### config.mk
export PLATFORM = sky130hd
export DESIGN_NAME = state_action_resolver
export DESIGN_NICKNAME = d
export VERILOG_FILES = /design/src/rtl/state_action_resolver.sv
export SDC_FILE = /design/constraint.sdc
export NUM_CORES = 1
export LEC_CHECK = 0
export ABC_AREA = 1
export ABC_CLOCK_PERIOD_IN_PS = 6700
export BUFFER_PORTS_ARGS = -buffer_cell sky130_fd_sc_hd__buf_2
export CAP_MARGIN = 20
export CORE_AREA = 4 4 117 119
export CTS_CLUSTER_SIZE = 14
export DETAILED_ROUTE_END_ITERATION = 10
export DIE_AREA = 0 0 121 123
export PLACE_DENSITY = 0.85
export RECOVER_POWER = 100
export SYNTH_ARGS = -nofsm -noshare
export SYNTH_HDL_FRONTEND = slang
export SYNTH_SLANG_ARGS = --single-unit
export TNS_END_PERCENT = 1
### constraint.sdc
create_clock -name clk -period 6.7 [get_ports clk]
set_input_delay 0.67 -clock clk [delete_from_list [all_inputs] [get_ports clk]]
set_output_delay 0.67 -clock clk [all_outputs]
set_load 0.01 [all_outputs]
### src/rtl/state_action_resolver.sv
// rtl/state_action_resolver.sv - pairs state-processor results with packet requests into queue decisions
//
// Pops {src_port, action} entries from the result FIFO and pairs them, in
// order, with packet-ready pulses from the header parser. Each pair becomes a
// one-hot-per-queue destination bitmap or a drop. A packet whose result does
// not show up within TIMEOUT idle cycles is dropped, and the late result it
// leaves behind is popped and thrown away so later pairings stay aligned.
//
// Ports:
//   clk                 - sole clock
//   reset               - asynchronous, active-low reset
//   result_fifo_dout    - {src_port, action}, valid the cycle after rd_en
//   result_fifo_empty   - result FIFO empty
//   result_fifo_rd_en   - pop request (combinational)
//   pkt_req             - one pulse per packet awaiting a decision
//   pkt_req_rdy         - low while the pending counter is saturated
//   decision_vld        - decision available, held until decision_rdy
//   decision_rdy        - consumer accepts the decision
//   decision_ports      - destination queue bitmap
//   decision_drop       - packet is to be discarded
//   timeout_count       - packets dropped by timeout
//   drop_count          - drop decisions handed over, timeouts included
//   late_discard_count  - late results discarded

`ifndef OPENFLOW_ENTRY_SRC_PORT_WIDTH
`define OPENFLOW_ENTRY_SRC_PORT_WIDTH 8
`endif
`ifndef OPENFLOW_ACTION_WIDTH
`define OPENFLOW_ACTION_WIDTH 32
`endif

module state_action_resolver #(
  parameter int NUM_OUTPUT_QUEUES = 8,
  parameter int SRC_PORT_WIDTH    = `OPENFLOW_ENTRY_SRC_PORT_WIDTH,
  parameter int ACTION_WIDTH      = `OPENFLOW_ACTION_WIDTH,
  parameter int FWD_BITMAP_LSB    = 0,
  parameter int FLOOD_BIT         = 16,
  parameter int PEND_WIDTH        = 4,
  parameter int TIMEOUT           = 64
) (
  input  logic                                   clk,
  input  logic                                   reset,
  input  logic [SRC_PORT_WIDTH+ACTION_WIDTH-1:0] result_fifo_dout,
  input  logic                                   result_fifo_empty,
  output logic                                   result_fifo_rd_en,
  input  logic                                   pkt_req,
  output logic                                   pkt_req_rdy,
  output logic                                   decision_vld,
  input  logic                                   decision_rdy,
  output logic [NUM_OUTPUT_QUEUES-1:0]           decision_ports,
  output logic                                   decision_drop,
  output logic [31:0]                            timeout_count,
  output logic [31:0]                            drop_count,
  output logic [31:0]                            late_discard_count
);

  localparam int TIMER_W = $clog2(TIMEOUT) + 1;

  typedef enum logic [1:0] {
    S_IDLE  = 2'd0,
    S_LATCH = 2'd1,
    S_OUT   = 2'd2
  } state_t;

  state_t state;
  state_t state_next;

  logic [PEND_WIDTH-1:0] pending;
  logic [PEND_WIDTH-1:0] skip;
  logic [TIMER_W-1:0]    timer;

  logic take_timeout;
  logic timer_inc;
  logic discard;
  logic resolve;
  logic handshake;
  logic pend_inc;

  logic [SRC_PORT_WIDTH-1:0]    src_port;
  logic [ACTION_WIDTH-1:0]      action;
  logic [NUM_OUTPUT_QUEUES-1:0] res_ports;
  logic                         unused_action_bits;

  assign {src_port, action} = result_fifo_dout;
  // Only the bitmap and flood fields of the action are consumed here.
  assign unused_action_bits = ^action;

  assign pkt_req_rdy = (pending != '1);
  assign pend_inc    = pkt_req & pkt_req_rdy;
  assign handshake   = decision_vld & decision_rdy;
  assign discard     = (state == S_LATCH) && (skip != '0);
  assign resolve     = (state == S_LATCH) && (skip == '0);

  // Flood: every queue except the one the packet came in on. A source port
  // beyond the queue range matches no bit, so nothing is cleared.
  always_comb begin
    res_ports = action[FWD_BITMAP_LSB +: NUM_OUTPUT_QUEUES];
    if (action[FLOOD_BIT]) begin
      for (int i = 0; i < NUM_OUTPUT_QUEUES; i++) begin
        res_ports[i] = (src_port != SRC_PORT_WIDTH'(i));
      end
    end
  end

  always_ff @(posedge clk or negedge reset) begin
    if (!reset) begin
      state <= S_IDLE;
    end else begin
      state <= state_next;
    end
  end

  // A result that is ready always wins over an expiring timer; results owed
  // to timed-out packets are popped even with nothing pending.
  always_comb begin
    state_next        = state;
    result_fifo_rd_en = 1'b0;
    take_timeout      = 1'b0;
    timer_inc         = 1'b0;
    case (state)
      S_IDLE: begin
        if (!result_fifo_empty && ((pending != '0) || (skip != '0))) begin
          result_fifo_rd_en = 1'b1;
          state_next        = S_LATCH;
        end else if (pending != '0) begin
          if (timer == TIMER_W'(TIMEOUT - 1)) begin
            take_timeout = 1'b1;
            state_next   = S_OUT;
          end else begin
            timer_inc = 1'b1;
          end
        end
      end
      S_LATCH: begin
        state_next = (skip != '0) ? S_IDLE : S_OUT;
      end
      S_OUT: begin
        if (decision_rdy) begin
          state_next = S_IDLE;
        end
      end
      default: begin
        state_next = S_IDLE;
      end
    endcase
  end

  always_ff @(posedge clk or negedge reset) begin
    if (!reset) begin
      pending            <= '0;
      skip               <= '0;
      timer              <= '0;
      timeout_count      <= '0;
      drop_count         <= '0;
      late_discard_count <= '0;
      decision_vld       <= 1'b0;
      decision_ports     <= '0;
      decision_drop      <= 1'b0;
    end else begin
      if (pend_inc && !handshake) begin
        pending <= pending + 1'b1;
      end else if (!pend_inc && handshake) begin
        pending <= pending - 1'b1;
      end

      if (take_timeout) begin
        if (skip != '1) begin
          skip <= skip + 1'b1;
        end
        timeout_count <= timeout_count + 32'd1;
      end else if (discard) begin
        skip               <= skip - 1'b1;
        late_discard_count <= late_discard_count + 32'd1;
      end

      // The timer only measures uninterrupted waiting in IDLE.
      if ((state != S_IDLE) || (state_next != S_IDLE) || (pending == '0)) begin
        timer <= '0;
      end else if (timer_inc) begin
        timer <= timer + 1'b1;
      end

      if (take_timeout) begin
        decision_vld   <= 1'b1;
        decision_ports <= '0;
        decision_drop  <= 1'b1;
      end else if (resolve) begin
        decision_vld   <= 1'b1;
        decision_ports <= res_ports;
        decision_drop  <= (res_ports == '0);
      end else if (handshake) begin
        decision_vld   <= 1'b0;
        decision_ports <= '0;
        decision_drop  <= 1'b0;
      end

      if (handshake && decision_drop) begin
        drop_count <= drop_count + 32'd1;
      end
    end
  end

endmodule
**Word-level counts from Yosys, hierarchy flattened**

Index checks and enable logic that the tools add are counted.

- Flip-flop bits (word level): 123
- Bits of input ports: 45
- Output and inout port bits: 108
- Logic and storage cells: 93

- Add/subtract/negate cells: 8
- Eq/ne operators: 13
- Multiplexer cells: 32
- Bitwise operators: 3
- Reduce and logical (&&, ||, !) cells: 27

Operators with widths:

| kind | count |
|---|---|
| $add A32 B1 Y32 const B | 3 |
| $mux W8 | 4 |
| $ne A8 B3 Y1 const B | 4 |
| $mux W4 | 5 |
| $ne A8 B2 Y1 const B | 2 |
| $mux W1 | 15 |
| $mux W7 | 2 |
| $mux W2 | 5 |
| $reduce_bool A2 Y1 | 5 |
| $add A4 B1 Y4 const B | 2 |
| $logic_not A4 Y1 | 2 |
| $logic_not A8 Y1 | 1 |
| $ne A4 B4 Y1 const B | 2 |
| $ne A8 B1 Y1 const B | 1 |
| $reduce_bool A4 Y1 | 2 |
| $reduce_bool A8 Y1 | 1 |
| $sub A4 B1 Y4 const B | 2 |
| $add A7 B1 Y7 const B | 1 |
| $eq A7 B6 Y1 const B | 1 |
| $logic_and A1 B1 Y1 | 6 |
| $pmux W2 S3 | 1 |
| $reduce_and A2 Y1 | 2 |
| $logic_not A1 Y1 | 3 |
| $logic_or A1 B1 Y1 | 3 |
| other kinds (7) | 8 |

**Depth between registers and ports, before layout**

- Depth after elaboration: 9
- Mapped depth: 16
- Mapped depth without buffers: 15

**Least setup slack after synthesis**

Ideal clock, no wire load.

- Path kind: in2reg
- Start: input decision_rdy
- End: register pending[3]
- Library setup time: 0.065 ns
- Arrival: 2.166 ns
- Setup slack: 4.470 ns
- Cell stages on the path: 10
- Buffers on the path: 1
- Path through: nand2_1 -> buf_1 -> ha_1 -> inv_1 -> ha_1 -> a21o_1 -> a21oi_1 -> xor2_1 -> nand2_1 -> nand2_1

- Longest elaborated chain between the ends: 4
- Elaborated cells on any way between the ends: 6

Ends and longest elaborated chain:

| item | RTL line | RTL |
|---|---|---|
| from (decl) | 49 | `input logic decision_rdy,` |
| $and A1 B1 Y1 (*) | 90 | `assign handshake = decision_vld & decision_rdy;` |
| $logic_not A1 Y1 | 160 | `if (pend_inc && !handshake) begin` |
| $logic_and A1 B1 Y1 | 160 |  |
| $mux W4 or $reduce_bool A2 Y1 (tied branches) | -- |  |
| to (signal assigned) | 161 | `pending <= pending + 1'b1;` |
| to (signal assigned) | 163 | `pending <= pending - 1'b1;` |
| to (decl) | 68 | `logic [PEND_WIDTH-1:0] pending;` |

Mark *: on every way between the ends. The rest lies on a longest branch, timed or not.
A chain may end at the register's enable or synchronous reset.

**Worst setup path in the final report**

- Start: register pending[3]
- End: register timeout_count[18]

- Longest elaborated chain between the ends: 5
- Elaborated cells on any way between the ends: 6

Ends and longest elaborated chain:

| item | RTL line | RTL |
|---|---|---|
| $reduce_bool A4 Y1 (*) | 122, 125 |  |
| $logic_or A1 B1 Y1 | 122 | `if (!result_fifo_empty && ((pending != '0) \|\| (skip != '0))) begin` |
| $logic_and A1 B1 Y1 | 122 |  |
| $mux W1 (*) | 122 |  |
| $mux W1 (*) | 120 | `case (state)` |
| to (signal assigned) | 170 | `timeout_count <= timeout_count + 32'd1;` |
| to (decl) | 52 | `output logic [31:0] timeout_count,` |

Marked as above.

==> results.txt <==
----------------------------------------------------
[Cells and area]
  Filler-free cell count of the finished design ... 1373
  Number of filler cells placed in the layout ... 1149
  Antenna cells ... 0
  Area of combinational cells with multiple inputs ... 0.00390 mm²
  Register area ... 0.00308 mm²
  Area growth from synthesis to layout ... 15.7%
  Share of layout cells above drive strength 1 ... 5.16%
  Post-layout net count ... 1244
  Post-route standard cell area excluding fillers ... 0.00865 mm²

[Worst setup path]
  Crit-path cells ... nor2_1 > nand2_1 > o21ai_0 > nand4_1 > clkinvlp_2 > nand2_1 > nand2_1
  Data arrival, critical path ... 4.24 ns
  Data required time at the worst endpoint ... 7.05 ns
  CP endpoint kind ... flop
  Largest driver fanout on the critical path ... 23
  Largest stage delay on the critical path ... 1.12 ns
  Kind of cell adding the most delay to the critical path ... simple AND/OR/NAND/NOR gates
  Critical-path cell with the highest stage delay ... sky130_fd_sc_hd__nand4_1
  Class of the most critical setup path ... flop to flop
  Element type at the critical path start ... flop
  Most prevalent standard cell on the critical path ... sky130_fd_sc_hd__nand2_1
  Bufs and invs on worst path ... 1

[Floorplanning]
  Chip height ... 123 µm
  Num ports ... 153
  Placeable core area ... 0.0126 mm²
  Starting Density ... 59.5%
  Die Wd ... 121 µm
  # rows ... 41
  Die ar. ... 0.0149 mm²

[Routing]
  Total number of vias ... 7206
  Detailed-routed wire length on met2 ... 9170 µm
  Iter 0 DRT Violations ... 576
  Count of nets left with antenna violations after detail routing ... 0
  Met3 WL ... 1240 µm
  Top Metal Used ... met4
  Final wirelength ... 19100 µm
  Routed WL per cell ... 13.9 µm
  Number of remaining DRC errors ... 0
  Per-cell via count in the routed design ... 5.25
  WL met1 ... 8370 µm
  Pre-antenna DRT Iters ... 6

[Power and ir drop]
  IR drop worst, VDD ... 0.170 mV
  Total power ... 2150 µW
  Leak pwr ... 0.00415 µW
  Power Density ... 248 mW/mm²

[Timing]
  Final critical delay including setup and external delays ... 3.89 ns
  Timing-limited maximum frequency ... 257 MHz
  Worst slew slack as a fraction of its limit ... -92.7%
  Fraction of the cycle the final worst path needs ... 58.0%
  Hold WS ... 0.459 ns
  RSZ-0062 raised after global routing ... no
  Final setup violation count ... 0
  Slew of the pin with the lowest slew margin ... 2.89 ns
  Maximum clock skew at final layout ... 0.0119 ns
  Endpoints failing hold ... 0
  Fin Setup TNS ... 0 ns
  Final-report max-slew violation count ... 54

[Hold path]
  Tightest Hold Check Type ... flop to flop

[CTS]
  H-tree lvl count ... 4
  Clock transition at the registers of the reported paths ... 0.06 ns
  Root buf cell ... sky130_fd_sc_hd__clkbuf_16
  Total of cells resized after clock tree synthesis ... 0
  CTS tree ... built
  Number of hold-repair buffers added at the cts stage ... 0
  Clock sinks ... 123
  Setup repair bufs after CTS ... 0
  Number of buffers added by the clock tree synthesis step ... 17
  Worst-Skew Late Latency ... 0.42 ns
  Maximum buffer depth of the clock tree ... 2

[Synthesis]
  Share of async-settable or async-resettable flops after synthesis ... 100%
  Synth cell types ... 37
  Most used flip-flop cell after synthesis ... sky130_fd_sc_hd__dfrtp_1
  Number of enable-type register cells in the synthesized netlist ... 0
  Number of cells produced by synthesis ... 1052
  Number of storage elements in the synthesis netlist ... 123
  Count of yosys warnings during synthesis ... 0
  Share of synthesized area occupied by flip-flops and latches ... 41.2%
  Netlist Area Pre-Place ... 0.00748 mm²
  Average footprint of a synthesized cell ... 7.11 µm²
  Net count after synthesis ... 1108

[Place]
  Number of placed cells counting well taps ... 1341
  Final weighted congestion of routability-driven global placement ... 0.959
  Number of I/O port buffers ... 129
  Placed Instance Area ... 0.00828 mm²
  Detailed Place HPWL ... 13800 µm

[Status]
  Result of the run ... finished with violations
  Failing checks ... max-capacitance violations, max-slew violations

[GRT]
  Vias in the first global route ... 6724
  Number of antenna violations at the first check in global routing ... 0
  Global-route wire length before repair ... 31700 µm
  GRT Overall Usage ... 26.4%
  Largest net degree at the start of global routing ... 72
  Overall overflow remaining after global route ... 0

[Run]
  Max-cap viol count ... 1

----------------------------------------------------
[synth_stat cells (3+ instances only)]
cell | instances | area, µm²
sky130_fd_sc_hd__nand3b_1 | 31 | 233
sky130_fd_sc_hd__nand4_1 | 36 | 225
sky130_fd_sc_hd__buf_2 | 6 | 30.0
sky130_fd_sc_hd__xnor2_1 | 20 | 175
sky130_fd_sc_hd__nand2_1 | 416 | 1560
sky130_fd_sc_hd__inv_1 | 91 | 342
sky130_fd_sc_hd__or2_2 | 5 | 31.3
sky130_fd_sc_hd__nor3_2 | 4 | 40.0
sky130_fd_sc_hd__nor3_1 | 30 | 150
sky130_fd_sc_hd__xor2_1 | 41 | 359
sky130_fd_sc_hd__nor2_1 | 143 | 537
sky130_fd_sc_hd__dfrtp_1 | 123 | 3080
sky130_fd_sc_hd__nand3_1 | 43 | 215
sky130_fd_sc_hd__o21ai_0 | 15 | 75.1
sky130_fd_sc_hd__clkbuf_1 | 3 | 11.3
sky130_fd_sc_hd__nor2_4 | 3 | 33.8
sky130_fd_sc_hd__ha_1 | 9 | 113
sky130_fd_sc_hd__a21oi_1 | 6 | 30.0
sky130_fd_sc_hd__nor2_2 | 4 | 25.0
[report_power, final]
part	leakage, µW	total, µW	switching, µW	internal [µW]
combinational	0.00221	347	224	124
clock	0.000294	902	320	582
sequential	0.00165	896	80.3	815
total	0.00415	2150	624	1520
[sequential cells by signal, indices dropped and copies added (netlist names)]
signal              count
drop_count             32
decision_drop           1
decision_vld            1
skip                    4
timeout_count          32
timer                   7
late_discard_count     32
state                   2
pending                 4
decision_ports          8
[placed cells by master, fill, tap and decap left out, types with 4 or more instances in the layout]
cell type and instances:
sky130_fd_sc_hd__a21oi_1 6, sky130_fd_sc_hd__buf_2 20, sky130_fd_sc_hd__clkbuf_1 112, sky130_fd_sc_hd__clkbuf_16 17, sky130_fd_sc_hd__clkbuf_8 4, sky130_fd_sc_hd__clkinv_2 6, sky130_fd_sc_hd__dfrtp_1 123, sky130_fd_sc_hd__ha_1 9
sky130_fd_sc_hd__inv_1 92, sky130_fd_sc_hd__nand2_1 417, sky130_fd_sc_hd__nand3_1 44, sky130_fd_sc_hd__nand3b_1 31, sky130_fd_sc_hd__nand4_1 38, sky130_fd_sc_hd__nor2_1 147, sky130_fd_sc_hd__nor3_1 33, sky130_fd_sc_hd__o21ai_0 16
sky130_fd_sc_hd__or2_2 5, sky130_fd_sc_hd__xnor2_1 20, sky130_fd_sc_hd__xor2_1 41
[logic make-up after synthesis]
group                      after synthesis  share of synthesized area [%]
xor gates and xnor gates                61                           7.15
buffers and inverters                  107                           5.64
AOI/OAI and AO/OA                       26                           2.04
adders and majority gates               11                           2.04
DFF                                    123                           41.2
and+or+nand+nor                        724                           42.0
[layer usage]
metal,GRT usage [%],vias to the layer above
li1,-,3599
met1,35.3,3329
met2,43.5,247
met3,5.72,31
met4,8.29,0
met5,0,-
[path summary, 6_finish.rpt]
| kind | from | endpoint | slack [ns] | depth (start not counted) |
|---|---|---|---|---|
| worst max-delay path | pending[3] | timeout_count[18] | 2.81 | 7 |
| worst min-delay path | timer[0] | timer[0] | 0.46 | 1 |
| worst max register to register | pending[3] | timeout_count[18] | 2.81 | 7 |
| worst min register to register | timer[0] | timer[0] | 0.46 | 1 |
| max in group asynchronous | reset | state[0] | 3.39 | 2 |
| min in group asynchronous | reset | pending[2] | 1.16 | 1 |
[metrics by stage]
| step | utilization, % | setup WS (ns) |
|---|---|---|
| 2_1_floorplan | - | 4.47 |
| 3_3_place_gp | 65.9 | 4.06 |
| 3_5_place_dp | 65.9 | 4.04 |
| 4_1_cts | 70.5 | 4.06 |
| 5_1_grt | 68.8 | 2.37 |
| 6_report | 68.8 | 2.81 |
[cell type report]
class,instances,share of cell area [%]
Sequential cell,123,35.6
Tap cell,172,2.49
Clock inverter,8,1.04
Inverter,94,4.09
Multi-Input combinational cell,822,45.1
Timing Repair Buffer,130,5.97
Clock buffer,24,5.68
Note: power is estimated with default switching activity, not from simulation.
